### src/rtl/ram_op_sequencer.sv
// Command FIFO and handshake driver for ram_controller. Queued list ops are issued one at
// a time over the level-enable / finished_op handshake, guarded by a per-op watchdog.
module ram_op_sequencer #(
    parameter int DEPTH   = 4,
    parameter int TIMEOUT = 64
) (
    input  logic        clock,
    input  logic        reset,
    input  logic        req_valid,
    output logic        req_ready,
    input  logic [1:0]  req_op,
    input  logic [9:0]  req_arg1,
    input  logic [9:0]  req_arg2,
    output logic        rsp_valid,
    output logic [1:0]  rsp_op,
    output logic [31:0] rsp_data,
    output logic        rsp_err,
    output logic        busy,
    output logic        ctl_enable,
    output logic [1:0]  ctl_select_op,
    output logic [9:0]  ctl_arg1,
    output logic [9:0]  ctl_arg2,
    input  logic        ctl_finished_op,
    input  logic [31:0] ctl_out1
);

    localparam int PTR_W = (DEPTH > 1) ? $clog2(DEPTH) : 1;
    localparam int CNT_W = $clog2(DEPTH + 1);
    localparam int WD_W  = (TIMEOUT > 1) ? $clog2(TIMEOUT) : 1;
    localparam int ENT_W = 22;

    localparam logic [PTR_W-1:0] PTR_ONE  = PTR_W'(1);
    localparam logic [CNT_W-1:0] CNT_ONE  = CNT_W'(1);
    localparam logic [CNT_W-1:0] CNT_FULL = CNT_W'(DEPTH);
    localparam logic [WD_W-1:0]  WD_ONE   = WD_W'(1);
    localparam logic [WD_W-1:0]  WD_LAST  = WD_W'(TIMEOUT - 1);

    typedef enum logic [1:0] {
        ST_HOLD    = 2'd0,
        ST_IDLE    = 2'd1,
        ST_RUN     = 2'd2,
        ST_RELEASE = 2'd3
    } state_t;

    state_t             state_r;
    state_t             state_next_s;
    logic [WD_W-1:0]    wd_r;
    logic [WD_W-1:0]    wd_next_s;

    logic [ENT_W-1:0]   fifo_mem_r [DEPTH];
    logic [PTR_W-1:0]   wr_ptr_r;
    logic [PTR_W-1:0]   rd_ptr_r;
    logic [CNT_W-1:0]   count_r;
    logic [CNT_W-1:0]   count_next_s;
    logic [ENT_W-1:0]   head_s;
    logic               push_s;
    logic               pop_s;

    logic               ctl_enable_r;
    logic               ctl_enable_next_s;
    logic [1:0]         ctl_select_op_r;
    logic [1:0]         ctl_select_op_next_s;
    logic [9:0]         ctl_arg1_r;
    logic [9:0]         ctl_arg1_next_s;
    logic [9:0]         ctl_arg2_r;
    logic [9:0]         ctl_arg2_next_s;

    logic               rsp_valid_r;
    logic               rsp_valid_next_s;
    logic [1:0]         rsp_op_r;
    logic [1:0]         rsp_op_next_s;
    logic [31:0]        rsp_data_r;
    logic [31:0]        rsp_data_next_s;
    logic               rsp_err_r;
    logic               rsp_err_next_s;

    logic               req_ready_r;
    logic               req_ready_next_s;
    logic               busy_r;
    logic               busy_next_s;

    assign push_s = req_valid && req_ready_r;
    assign head_s = fifo_mem_r[rd_ptr_r];

    // Next-state, watchdog and controller-side/response register values
    always_comb begin
        state_next_s         = state_r;
        wd_next_s            = wd_r;
        pop_s                = 1'b0;
        ctl_enable_next_s    = ctl_enable_r;
        ctl_select_op_next_s = ctl_select_op_r;
        ctl_arg1_next_s      = ctl_arg1_r;
        ctl_arg2_next_s      = ctl_arg2_r;
        rsp_valid_next_s     = 1'b0;
        rsp_op_next_s        = rsp_op_r;
        rsp_data_next_s      = rsp_data_r;
        rsp_err_next_s       = rsp_err_r;
        case (state_r)
            ST_HOLD: begin
                // The hold lets a controller op that was in flight at reset drain out.
                ctl_enable_next_s = 1'b0;
                if (wd_r == WD_LAST) begin
                    state_next_s = ST_RELEASE;
                    wd_next_s    = '0;
                end else begin
                    wd_next_s = wd_r + WD_ONE;
                end
            end
            ST_IDLE: begin
                if (count_r != '0) begin
                    pop_s                = 1'b1;
                    ctl_enable_next_s    = 1'b1;
                    ctl_select_op_next_s = head_s[21:20];
                    ctl_arg1_next_s      = head_s[19:10];
                    ctl_arg2_next_s      = head_s[9:0];
                    wd_next_s            = '0;
                    state_next_s         = ST_RUN;
                end else begin
                    ctl_enable_next_s = 1'b0;
                end
            end
            ST_RUN: begin
                if (ctl_finished_op) begin
                    ctl_enable_next_s = 1'b0;
                    rsp_valid_next_s  = 1'b1;
                    rsp_op_next_s     = ctl_select_op_r;
                    rsp_data_next_s   = ctl_out1;
                    rsp_err_next_s    = 1'b0;
                    state_next_s      = ST_RELEASE;
                end else if (wd_r == WD_LAST) begin
                    ctl_enable_next_s = 1'b0;
                    rsp_valid_next_s  = 1'b1;
                    rsp_op_next_s     = ctl_select_op_r;
                    rsp_data_next_s   = 32'h0000_0000;
                    rsp_err_next_s    = 1'b1;
                    state_next_s      = ST_RELEASE;
                end else begin
                    wd_next_s = wd_r + WD_ONE;
                end
            end
            ST_RELEASE: begin
                // The controller only leaves its done state once it has seen enable low.
                ctl_enable_next_s = 1'b0;
                if (!ctl_finished_op) begin
                    state_next_s = ST_IDLE;
                end else begin
                    state_next_s = ST_RELEASE;
                end
            end
            default: begin
                ctl_enable_next_s = 1'b0;
                wd_next_s         = '0;
                state_next_s      = ST_HOLD;
            end
        endcase
    end

    // FIFO occupancy and the status flags derived from next-cycle state
    always_comb begin
        count_next_s = count_r;
        if (push_s && !pop_s) begin
            count_next_s = count_r + CNT_ONE;
        end else if (pop_s && !push_s) begin
            count_next_s = count_r - CNT_ONE;
        end else begin
            count_next_s = count_r;
        end
        req_ready_next_s = (count_next_s < CNT_FULL) && (state_next_s != ST_HOLD);
        busy_next_s      = (state_next_s == ST_RUN) || (state_next_s == ST_RELEASE) ||
                           (count_next_s != '0);
    end

    // FIFO storage; pointers are reset, so contents need no reset
    always_ff @(posedge clock) begin
        if (push_s) begin
            fifo_mem_r[wr_ptr_r] <= {req_op, req_arg1, req_arg2};
        end
    end

    // State, watchdog, pointers and all registered outputs
    always_ff @(posedge clock) begin
        if (reset) begin
            state_r         <= ST_HOLD;
            wd_r            <= '0;
            wr_ptr_r        <= '0;
            rd_ptr_r        <= '0;
            count_r         <= '0;
            ctl_enable_r    <= 1'b0;
            ctl_select_op_r <= 2'd0;
            ctl_arg1_r      <= 10'd0;
            ctl_arg2_r      <= 10'd0;
            rsp_valid_r     <= 1'b0;
            rsp_op_r        <= 2'd0;
            rsp_data_r      <= 32'h0000_0000;
            rsp_err_r       <= 1'b0;
            req_ready_r     <= 1'b0;
            busy_r          <= 1'b0;
        end else begin
            state_r         <= state_next_s;
            wd_r            <= wd_next_s;
            count_r         <= count_next_s;
            if (push_s) begin
                wr_ptr_r <= wr_ptr_r + PTR_ONE;
            end
            if (pop_s) begin
                rd_ptr_r <= rd_ptr_r + PTR_ONE;
            end
            ctl_enable_r    <= ctl_enable_next_s;
            ctl_select_op_r <= ctl_select_op_next_s;
            ctl_arg1_r      <= ctl_arg1_next_s;
            ctl_arg2_r      <= ctl_arg2_next_s;
            rsp_valid_r     <= rsp_valid_next_s;
            rsp_op_r        <= rsp_op_next_s;
            rsp_data_r      <= rsp_data_next_s;
            rsp_err_r       <= rsp_err_next_s;
            req_ready_r     <= req_ready_next_s;
            busy_r          <= busy_next_s;
        end
    end

    assign req_ready     = req_ready_r;
    assign busy          = busy_r;
    assign ctl_enable    = ctl_enable_r;
    assign ctl_select_op = ctl_select_op_r;
    assign ctl_arg1      = ctl_arg1_r;
    assign ctl_arg2      = ctl_arg2_r;
    assign rsp_valid     = rsp_valid_r;
    assign rsp_op        = rsp_op_r;
    assign rsp_data      = rsp_data_r;
    assign rsp_err       = rsp_err_r;

endmodule
### config.mk
export PLATFORM = sky130hd
export DESIGN_NAME = ram_op_sequencer
export DESIGN_NICKNAME = d
export VERILOG_FILES = /design/src/rtl/ram_op_sequencer.sv
export SDC_FILE = /design/constraint.sdc
export NUM_CORES = 1
export LEC_CHECK = 0
export ABC_AREA = 1
export CORE_ASPECT_RATIO = 0.8
export CORE_MARGIN = 2
export CORE_UTILIZATION = 30
export CTS_BUF_LIST = sky130_fd_sc_hd__clkbuf_16
export DETAILED_ROUTE_END_ITERATION = 8
export GPL_TIMING_DRIVEN = 0
export SLEW_MARGIN = 10
export SYNTH_ARGS = -nofsm -noshare
export SYNTH_HDL_FRONTEND = slang
export SYNTH_SLANG_ARGS = --single-unit
### constraint.sdc
create_clock -name clock -period 5.95 [get_ports clock]
set_input_delay 1.19 -clock clock [delete_from_list [all_inputs] [get_ports clock]]
set_output_delay 1.19 -clock clock [all_outputs]
set_load 0.02 [all_outputs]
==> run_results.csv, run 1 <==
group,metric,value,unit
detailed_routing,vias,4820,
sta,min_period,2.70,ns
global_routing,track_usage,14.8,%
worst_setup_path,cp_data_required_time,4.76,ns
worst_hold_path,worstHoldPathType,"reg -> reg",
global_routing,grtUsageMet3,3.71,%
worst_setup_path,worstSetupStartpointType,"flop",
worst_setup_path,worst-setup-path-type,"reg -> out",
synthesis,yosys_register_bits,164,
synthesis,synth_cell_types,31,
detailed_routing,drtIter0Drc,351,
place,portBuffers,117,
worst_setup_path,cp_cell_sequence,"clkdlybuf4s50_1",
place,preCtsSetupSlack,2.92,ns
sta,tns,0,ns
power_and_ir_drop,p_leak,3.22,nW
detailed_routing,final_antenna_net_count,0,
power_and_ir_drop,power_frac_clock,44.4,%
synthesis,ys_seq_area_share,64.6,%
synthesis,synth_area_per_cell,10.0,um^2
power_and_ir_drop,power-per-cell-area,268,nW/um^2
place,gp_congestion,0.777,
sta,report.final.slew_viol_count,0,
layout,utilization,40.9,%
sta,setup_slack,3.25,ns
worst_hold_path,min_path_cells,2,
synthesis,netlist_area,6450,um^2
place,dp_hpwl,10.8,mm
power_and_ir_drop,irDropWorstVdd,0.123,mV
detailed_routing,vias_per_cell,4.53,
clock_network,clk_latency,0.43,ns
power_and_ir_drop,comb_power_share,3.3,%
sta,fin_crit_sh,45.4,%
layout,syn2layout_area_growth,32.3,%
worst_setup_path,critPathArrivalTime,1.51,ns
clock_network,cts-buffers-inserted,17,
sta,tightest_slew,0.811,ns
synthesis,ys.warnings.count,0,
layout,finalInstanceArea,8530,um^2
clock_network,cts_sinks,164,
detailed_routing,drc,0,
global_routing,groute.layer.met2.usage,21.6,%
global_routing,grt_start_max_net_pins,23,
worst_setup_path,crit_family,"buffers and inverters",
clock_network,hold_buffers,0,
global_routing,grt_pass1_vias,4635,
layout,finish.net_count,853,
floorplanning,ios,119,
layout,fin_cells,1063,
power_and_ir_drop,p_seq_share,52.3,%
worst_setup_path,slowest_delay,0.69,ns
floorplanning,die_w,168,um
detailed_routing,wl_per_cell,15.1,um
sta,rsz0062_at_grt,"false",
global_routing,grt_antenna_before_repair,0,
synthesis,synth_nets,716,
outcome,status,"complete, no violations",
power_and_ir_drop,internal-power,1.78,mW
worst_setup_path,cp.depth,1,
place,dp_cells,1031,
sta,worst_clock_skew,0.0133,ns
worst_setup_path,crit_path_max_fanout,3,
sta,slew_headroom,45.8,%
power_and_ir_drop,switchingPower,511,uW
sta,final-setup-viol-count,0,
clock_network,cts_resized,0,
global_routing,top_usage_layer,"met2",
global_routing,grt_pass1_wl,25.6,mm
sta,fmax,0.371,GHz
floorplanning,row_count,47,
global_routing,grt_overflow,0,
floorplanning,start_util,30.9,%
layout,nFillCells,2037,
floorplanning,core,20900,um^2
clock_network,clock-root-buffer,"clkbuf_16",
synthesis,synth_cells,644,
run,max-cap-violations,0,
clock_network,htreeDepth,4,
clock_network,cts_tree,"built",
worst_setup_path,end_kind,"output pin",
detailed_routing,drt_first_pass_iters,5,
power_and_ir_drop,switching_share,22.3,%
floorplanning,die_area,22700,um^2
layout,n_antenna_cell,0,
worst_setup_path,ff2ff_path_depth,8,
clock_network,cts.reportedPaths.clkPinSlew,0.06,ns
clock_network,cts_setup_buffers,0,
detailed_routing,drt_wl_total,16.1,mm
floorplanning,die_h,135,um
worst_setup_path,worst_path_max_delay_cell,"clkdlybuf4s50_1",
worst_setup_path,crit_buf_inv,1,
place,dpl-instance-area,8000,um^2
sta,hold_violations,0,
global_routing,grt_util_met1,21.2,%
layout,drive_gt1_share,8.31,%
clock_network,clockBufferDepth,2,
[routing by layer]
metal	wire length [um]	share of wire (%)
met5	0	0
met3	757	4.7
met4	215	1.3
met1	8130	51
met2	6990	43
[Yosys cell counts]
cell type | number | area share [%]
a211oi_1 | 1 | 0.12
a21oi_1 | 41 | 3.2
buf_2 | 10 | 0.78
buf_4 | 3 | 0.35
buf_6 | 3 | 0.52
clkbuf_1 | 16 | 0.93
clkinv_1 | 1 | 0.058
clkinv_4 | 1 | 0.14
dfxtp_1 | 76 | 24
edfxtp_1 | 88 | 41
ha_1 | 14 | 2.7
inv_1 | 50 | 2.9
inv_2 | 3 | 0.17
inv_4 | 1 | 0.097
nand2_1 | 103 | 6.0
nand2_2 | 3 | 0.29
nand2_4 | 2 | 0.35
nand3_1 | 13 | 1.0
nand3_2 | 1 | 0.16
nor2_1 | 105 | 6.1
nor2_2 | 2 | 0.19
nor2_4 | 1 | 0.17
nor2_8 | 1 | 0.31
o211ai_1 | 1 | 0.12
o21ai_0 | 72 | 5.6
o21ai_1 | 5 | 0.39
o21ai_2 | 1 | 0.14
o21bai_1 | 1 | 0.12
o22ai_1 | 22 | 2.1
xnor2_1 | 1 | 0.14
xor2_1 | 2 | 0.27
[cell type report]
cell class / instances / area, um^2 / area share (%)
buffer: 32 / 166 / 1.95
clock buffer: 17 / 425 / 4.99
clock inverter: 15 / 110 / 1.29
inverter: 56 / 218 / 2.55
multi-input combinational: 392 / 1930 / 22.6
sequential: 164 / 4160 / 48.8
tap: 269 / 337 / 3.94
timing repair buffer: 118 / 1190 / 13.9
[power groups by stage]
| stage | combinational, mW | clock (mW) | sequential, mW |
|---|---|---|---|
| after floorplan | 0.0211 | 0 | 1.22 |
| after global placement | 0.0768 | 0 | 1.22 |
| after detailed placement | 0.0767 | 0 | 1.22 |
| after CTS | 0.0770 | 1.04 | 1.20 |
| after global routing | 0.0838 | 1.09 | 1.20 |
| final | 0.0762 | 1.01 | 1.20 |
[cell families after synthesis]
| group | Yosys count | synth area share, % |
|---|---|---|
| and+or+nand+nor | 231 | 14.6 |
| DFF | 164 | 64.6 |
| AOI/OAI and AO/OA | 144 | 11.8 |
| buffers and inverters | 88 | 5.96 |
| adders and majority gates | 14 | 2.72 |
| xor gates and xnor gates | 3 | 0.407 |
[sequential cells by signal (all words and copies together), names as in the netlist]
name	flops
fifo_mem_r	88
rsp_data	32
ctl_arg1	10
ctl_arg2	10
wd_r	6
count_r	3
ctl_select_op	2
rd_ptr_r	2
rsp_op	2
state_r	2
wr_ptr_r	2
busy	1
ctl_enable	1
req_ready	1
rsp_err	1
rsp_valid	1
[final timing paths]
| kind | startpoint | slack, ns | endpoint |
|---|---|---|---|
| max | ctl_select_op[0]$_SDFFE_PP0P_ | 3.25 | ctl_select_op[0] |
| min | rsp_data[20]$_SDFFE_PP0P_ | 0.46 | rsp_data[20]$_SDFFE_PP0P_ |
| max reg2reg | state_r[0]$_SDFF_PP0_ | 4.20 | req_ready$_SDFF_PP0_ |
| min reg2reg | rsp_data[20]$_SDFFE_PP0P_ | 0.46 | rsp_data[20]$_SDFFE_PP0P_ |
[metrics by stage]
stage / hold slack (ns) / power (mW)
floorplan: 0.446 / 1.24
global placement: 0.445 / 1.30
detailed placement: 0.451 / 1.30
CTS: 0.461 / 2.31
global route: 0.478 / 2.37
finish: 0.459 / 2.29
[placed cells by master, fill, tap and decap left out, types with 4 or more instances in the layout]
cell and n:
a21oi_1 41, o21ai_1 5, dfxtp_1 76, clkdlybuf4s50_1 117, ha_1 14, nor2_4 4
nand3_1 13, buf_2 10, clkbuf_16 17, o22ai_1 22, inv_6 5, inv_1 53
nand2_1 103, clkbuf_1 16, o21ai_0 72, edfxtp_1 88, nor2_1 101
(Power assumes the default switching activity.)
==> run 2: changes to the inputs <==
Clock period 5.95 ns to 2.44 ns, I/O delays scaled along.
==> results of run 2 <==
The final DEF is identical to that of run 1. Status: complete, no violations.
Main changes from that run: setup slack after placement 2.92 ns -> 0.115 ns; setup slack after layout 3.25 ns -> 0.443 ns; register-to-register setup slack 4.20 ns -> 0.69 ns; total power 2.29 mW -> 5.58 mW; worst IR drop on VDD 0.123 mV -> 0.299 mV
